### config.mk
export PLATFORM = sky130hd
export DESIGN_NAME = func_arbiter
export DESIGN_NICKNAME = d
export VERILOG_FILES = /design/src/rtl/func_arb_pkg.sv /design/src/rtl/func_arbiter_func.sv /design/src/rtl/func_arbiter.sv
export SDC_FILE = /design/constraint.sdc
export NUM_CORES = 1
export LEC_CHECK = 0
export CORE_AREA = 2 2 39 41
export CTS_CLUSTER_DIAMETER = 40
export DETAILED_ROUTE_END_ITERATION = 8
export DIE_AREA = 0 0 41 43
export GPL_TIMING_DRIVEN = 1
export PLACE_DENSITY = 0.84
export SLEW_MARGIN = 20
export SYNTH_ARGS = -nofsm -noshare
export SYNTH_HDL_FRONTEND = slang
export SYNTH_HIERARCHICAL = 1
export SYNTH_SLANG_ARGS = --single-unit
### constraint.sdc
create_clock -name clk -period 4.5 [get_ports clk]
set_input_delay 0.9 -clock clk [delete_from_list [all_inputs] [get_ports clk]]
set_output_delay 0.9 -clock clk [all_outputs]
set_load 0.005 [all_outputs]
### src/rtl/func_arb_pkg.sv
// func_arb_pkg: shared FSM state encodings and requester id constants for func_arbiter
package func_arb_pkg;
  typedef enum logic [1:0] {
    IDLE = 2'd0,
    EVAL = 2'd1,
    RESP = 2'd2
  } state_t;
  localparam logic ID_LOGIC  = 1'b0;
  localparam logic ID_PARITY = 1'b1;
endpackage

### src/rtl/func_arbiter_func.sv
// func_arbiter_func: Func datapath, logic function on D or odd-parity complement on A/B/C
module func_arbiter_func (
  input  logic       sel,
  input  logic [2:0] d,
  input  logic       a,
  input  logic       b,
  input  logic       c,
  output logic       out,
  output logic       out_bar
);
  assign out     = sel ? ~(a ^ b ^ c) : (d[0] & d[1]) | d[2];
  assign out_bar = ~out;
endmodule

### src/rtl/func_arbiter.sv
// func_arbiter: round-robin arbiter feeding two requesters through one shared Func datapath
module func_arbiter
  import func_arb_pkg::*;
#(
  parameter logic FIRST_PRIO = 1'b0
) (
  input  logic       clk,
  input  logic       rst,
  input  logic       req0_valid,
  input  logic [2:0] req0_d,
  output logic       req0_ready,
  input  logic       req1_valid,
  input  logic [2:0] req1_abc,
  output logic       req1_ready,
  output logic       rsp_valid,
  output logic       rsp_id,
  output logic       rsp_out,
  output logic       rsp_out_bar,
  input  logic       rsp_ready,
  output logic       busy
);
  state_t     state;
  logic       ptr;
  logic [2:0] opnd;
  logic       grant;
  logic       take;
  logic [2:0] dp_d;
  logic [2:0] dp_abc;
  logic       dp_out;
  logic       dp_out_bar;
  // pick the sole valid requester, or the pointer on a tie
  always_comb begin
    grant = (req0_valid & req1_valid) ? ptr : (req1_valid ? ID_PARITY : ID_LOGIC);
    take  = !rst && state == IDLE && (req0_valid | req1_valid);
    dp_d  = rsp_id == ID_LOGIC  ? opnd : 3'b000;
    dp_abc = rsp_id == ID_PARITY ? opnd : 3'b000;
  end
  assign req0_ready = take && grant == ID_LOGIC;
  assign req1_ready = take && grant == ID_PARITY;
  func_arbiter_func u_func (
    .sel     (rsp_id),
    .d       (dp_d),
    .a       (dp_abc[2]),
    .b       (dp_abc[1]),
    .c       (dp_abc[0]),
    .out     (dp_out),
    .out_bar (dp_out_bar)
  );
  // accept, evaluate, then hold the response until the consumer takes it
  always_ff @(posedge clk) begin
    if (rst) begin
      state       <= IDLE;
      ptr         <= FIRST_PRIO;
      rsp_valid   <= 1'b0;
      rsp_id      <= 1'b0;
      rsp_out     <= 1'b0;
      rsp_out_bar <= 1'b1;
      busy        <= 1'b0;
      opnd        <= 3'b000;
    end else begin
      case (state)
        IDLE: if (req0_valid | req1_valid) begin
          rsp_id <= grant;
          opnd   <= grant == ID_PARITY ? req1_abc : req0_d;
          busy   <= 1'b1;
          state  <= EVAL;
        end
        EVAL: begin
          rsp_out     <= dp_out;
          rsp_out_bar <= dp_out_bar;
          rsp_valid   <= 1'b1;
          state       <= RESP;
        end
        RESP: if (rsp_ready) begin
          rsp_valid <= 1'b0;
          busy      <= 1'b0;
          ptr       <= ~rsp_id;
          state     <= IDLE;
        end
        default: begin
          rsp_valid <= 1'b0;
          busy      <= 1'b0;
          state     <= IDLE;
        end
      endcase
    end
  end
endmodule

* Word-level counts from Yosys, hierarchy flattened
Cells that the tools add are included.
** Word-level totals
- Bits in registers :: 11
- Input bits :: 11
- Output and inout port bits :: 7
- Logic and storage cells :: 48
** Operators by class
- Eq/ne operators :: 4
- Multiplexer cells :: 13
- Bitwise gates (word level) :: 12
- Reductions and logical operators :: 11
** Operators with widths (number)
- $mux 3 :: 3
- $reduce_and 2->1 :: 4
- $not 1->1 :: 6
- $pmux 1 s3 :: 2
- $pmux 2 s3 :: 1
- $mux 1 :: 5
- $logic_and 1x1->1 :: 4
- $mux 2 :: 2
- $reduce_and 3->1 :: 1
- $and 1x1->1 :: 2
- $eq 2x1->1 const B :: 1
- $eq 2x2->1 const B :: 1
- $logic_not 2->1 :: 1
- $ne 2x1->1 const B :: 1
- $ne 2x2->1 const B :: 1
- $or 1x1->1 :: 2
- $xor 1x1->1 :: 2
- $logic_not 1->1 :: 1

* Logic depth before layout (Yosys ltp)
- Depth after elaboration :: 6
- Gate-level depth with buffers :: 5
- Gate-level depth less buffers :: 5

* Cells and area by module
The synthesis kept the hierarchy.
** By module, submodules not included
- func_arbiter :: times used 1, cells an instance 61, area an instance 543.0 µm², seq. area each 220.2 µm²
- func_arbiter_func :: times used 1, cells an instance 4, area an instance 43.8 µm², seq. area each 0.0 µm²

* Worst setup path before layout
No wires, ideal clock.
- Path kind :: input port to output port
- From :: input req1_valid
- To :: output req1_ready
- Arrival :: 1.464 ns
- Data required time :: 3.600 ns
- Setup slack :: 2.136 ns
- Stages :: 4
- Path buffers :: 1
- Path through :: or2_1 buf_6 nand2_1 nor4_1
** Between the ends
- Cells in the longest elaborated chain, start to end :: 3
** Ends and longest elaborated chain
- from (decl) :: line func_arbiter.sv:12 : input logic req1_valid,
- $mux 1, or another cell as far along :: line func_arbiter.sv:33 : grant = (req0_valid & req1_valid) ? ptr : (req1_valid ? ID_PARITY : ID_LOGIC);
- $mux 1 / $logic_and 1x1->1 (equally long branches) :: line func_arbiter.sv:33, func_arbiter.sv:34
- $logic_and 1x1->1 (*) :: line func_arbiter.sv:39 : assign req1_ready = take && grant == ID_PARITY;
- to (decl) :: line func_arbiter.sv:14 : output logic req1_ready,
Every way passes the cells marked *; elsewhere a longest branch is shown, timed or not.

* Final worst setup path
Ends and elaborated chain as after synthesis.

==> impl_metrics.ini <==
[status]
outcome = finished clean

[timing]
tns_ps = 0
rsz0062_at_grt = no
fmax_mhz = 277
period_share = 0.801
skew_ps = 0.707
setup_violations = 0
fin_crit_ps = 3600
slew_viol_final = 0
hold_slack_ps = 494
tightestPinTransition_ps = 502
final_hold_viol_count = 0
slew_headroom = 0.664

[min_path]
hold_depth = 2
hold_class = flip-flop to flip-flop
hp-start = busy
min_to = busy

[setup_path]
path_class = input pin to primary output
r2r_start = rsp_id
r2r_end = rsp_out_bar
ff2ff_path_depth = 4
endpoint_kind = primary output
startpoint_type = input pin
cp.arrival_ps = 2700
crit_fanout = 7
r2r_setup_slack_ps = 2870
required_ps = 3600

[clock_network]
cts_hold_buf = 0
cts_tree = built
post_cts_buffers = 0
clk_pin_slew_ps = 60
clock_latency_ps = 270
clock-root-buffer = clkbuf_4
cts_htree_levels = 1
cts-resized-gates = 0
clock-sinks = 11
cts-buffers-inserted = 3
cts_max_path_buffers = 2

[synthesis]
avgSynthCellArea_um2 = 9.03
synth_seq_area_share = 0.375
synth_seq_cells = 11
synthesis.area_um2 = 587
synth_area_leaders = dfxtp_1, a311oi_2, nor2b_1
ys_types = 27
ys_top_cells_by_count = dfxtp_1, a21oi_1, nor2_1
yosysMostFrequentCell = dfxtp_1
synth_ff_type = dfxtp_1
synthArstFlopShare = 0
synth_edf_count = 0
yosys_warnings = 6
yosysTopAreaCellShare = 0.375
synth_top_area_cell = dfxtp_1
synth_fp_nets = 76
synthCells = 65

[grt]
antenna_found_initial = 0
grt_pass1_wl_mm = 2.00
grt_overflow = 0
gr-usage-all-layers = 0.171
grt_pass1_vias = 463
grt_max_degree = 14

[drt]
drt_iter0_drc = 14
wirelength_mm = 1.24
vias_per_cell = 5.46
wl_per_cell_um = 12.4
drc = 0
drtAntennaViolNets = 0
drtPass1Iterations = 4
vias = 546

[floorplanning]
design.core.area_um2 = 1380
fp.dieH_um = 43
num_rows = 14
io_pins = 18
die-area_um2 = 1760
fp.dieW_um = 41
start_util = 0.424

[placed_design]
dp_hpwl_um = 956
finalWeightedCongestion = 0.766
port_buffers = 17

[finish]
num_antenna_cells = 0
nFillCells = 135
area_delta_synth_final_pct = 34.3
drive_gt1_frac = 0.0952
final_nets = 96

[pwr]
leakagePower_nw = 0.302
fin_total_pwr_mw = 0.244
irDropWorstVdd_mv = 0.187
power.density_nw_per_um2 = 310

[flow_run]
cap_violations = 0
layer usage:
metal | global-route usage | share of wire | wire (um) | vias to the layer above
met4 | 0.120 | 0.019 | 24 | 0
met1 | 0.230 | 0.45 | 562 | 258
met3 | 0.0314 | 0.017 | 21 | 4
li1 | - | - | - | 275
met5 | 0 | 0 | 0 | -
met2 | 0.234 | 0.51 | 632 | 9
metrics by stage:
step                utilization  cells  cell area, um2  setup WS, ps
floorplan                     -     65             587          2140
global route              0.570    100             788           824
finish                    0.570    100             788           896
CTS                       0.570    100             788           895
detailed placement        0.551     96             762           917
global placement          0.551     96             762          1000
power breakdown:
group          internal (mW)  switching (mW)
logic                 0.0361          0.0275
registers              0.107         0.00800
clock network         0.0343          0.0313
placed cells by master, fill, tap and decap left out, drive strengths merged, types with 3 or more instances in the layout:
cell,instances
clkdlybuf4s50,17
dfxtp,11
nor2,7
a21oi,6
nor2b,5
nand3,4
and2,4
clkbuf,4
o21ai,3
a311oi,3
worst max-delay path by stage:
stage	cells past startpoint	to	startpoint
detailed placement	5	req1_ready	req1_valid
global route	5	req1_ready	req1_valid
CTS	5	req1_ready	req1_valid
floorplan	4	req1_ready	req1_valid
global placement	5	req1_ready	req1_valid
finish	5	req1_ready	req1_valid
registers in the layout (all words and copies together), names as in the netlist:
signal       count
opnd             3
ptr              1
rsp_valid        1
rsp_out_bar      1
rsp_out          1
state            2
busy             1
rsp_id           1
cell families after synthesis:
group                  after synthesis  synth area share
flip-flops                          11             0.375
XOR/XNOR                             1            0.0405
AO/OA/AOI/OAI                       18             0.232
multiplexers                         2            0.0341
buffers and inverters                4            0.0384
AND/OR/NAND/NOR                     29             0.279
worst max-delay path: stages:
cell and delay, ps:
clkdlybuf4s50_1 580, or2_1 240, nand2_1 140, nor4_1 280, clkdlybuf4s50_1 560
final cells by class:
| cell class | instances | area (um2) | area share |
|---|---|---|---|
| Tap cell | 16 | 20.0 | 0.0254 |
| Clock buffer | 4 | 26.3 | 0.0333 |
| Inverter | 2 | 7.51 | 0.00952 |
| Timing Repair Buffer | 17 | 170 | 0.216 |
| Sequential cell | 11 | 220 | 0.279 |
| Multi-Input combinational cell | 50 | 344 | 0.437 |
Note: power is estimated with default switching activity, not from simulation.
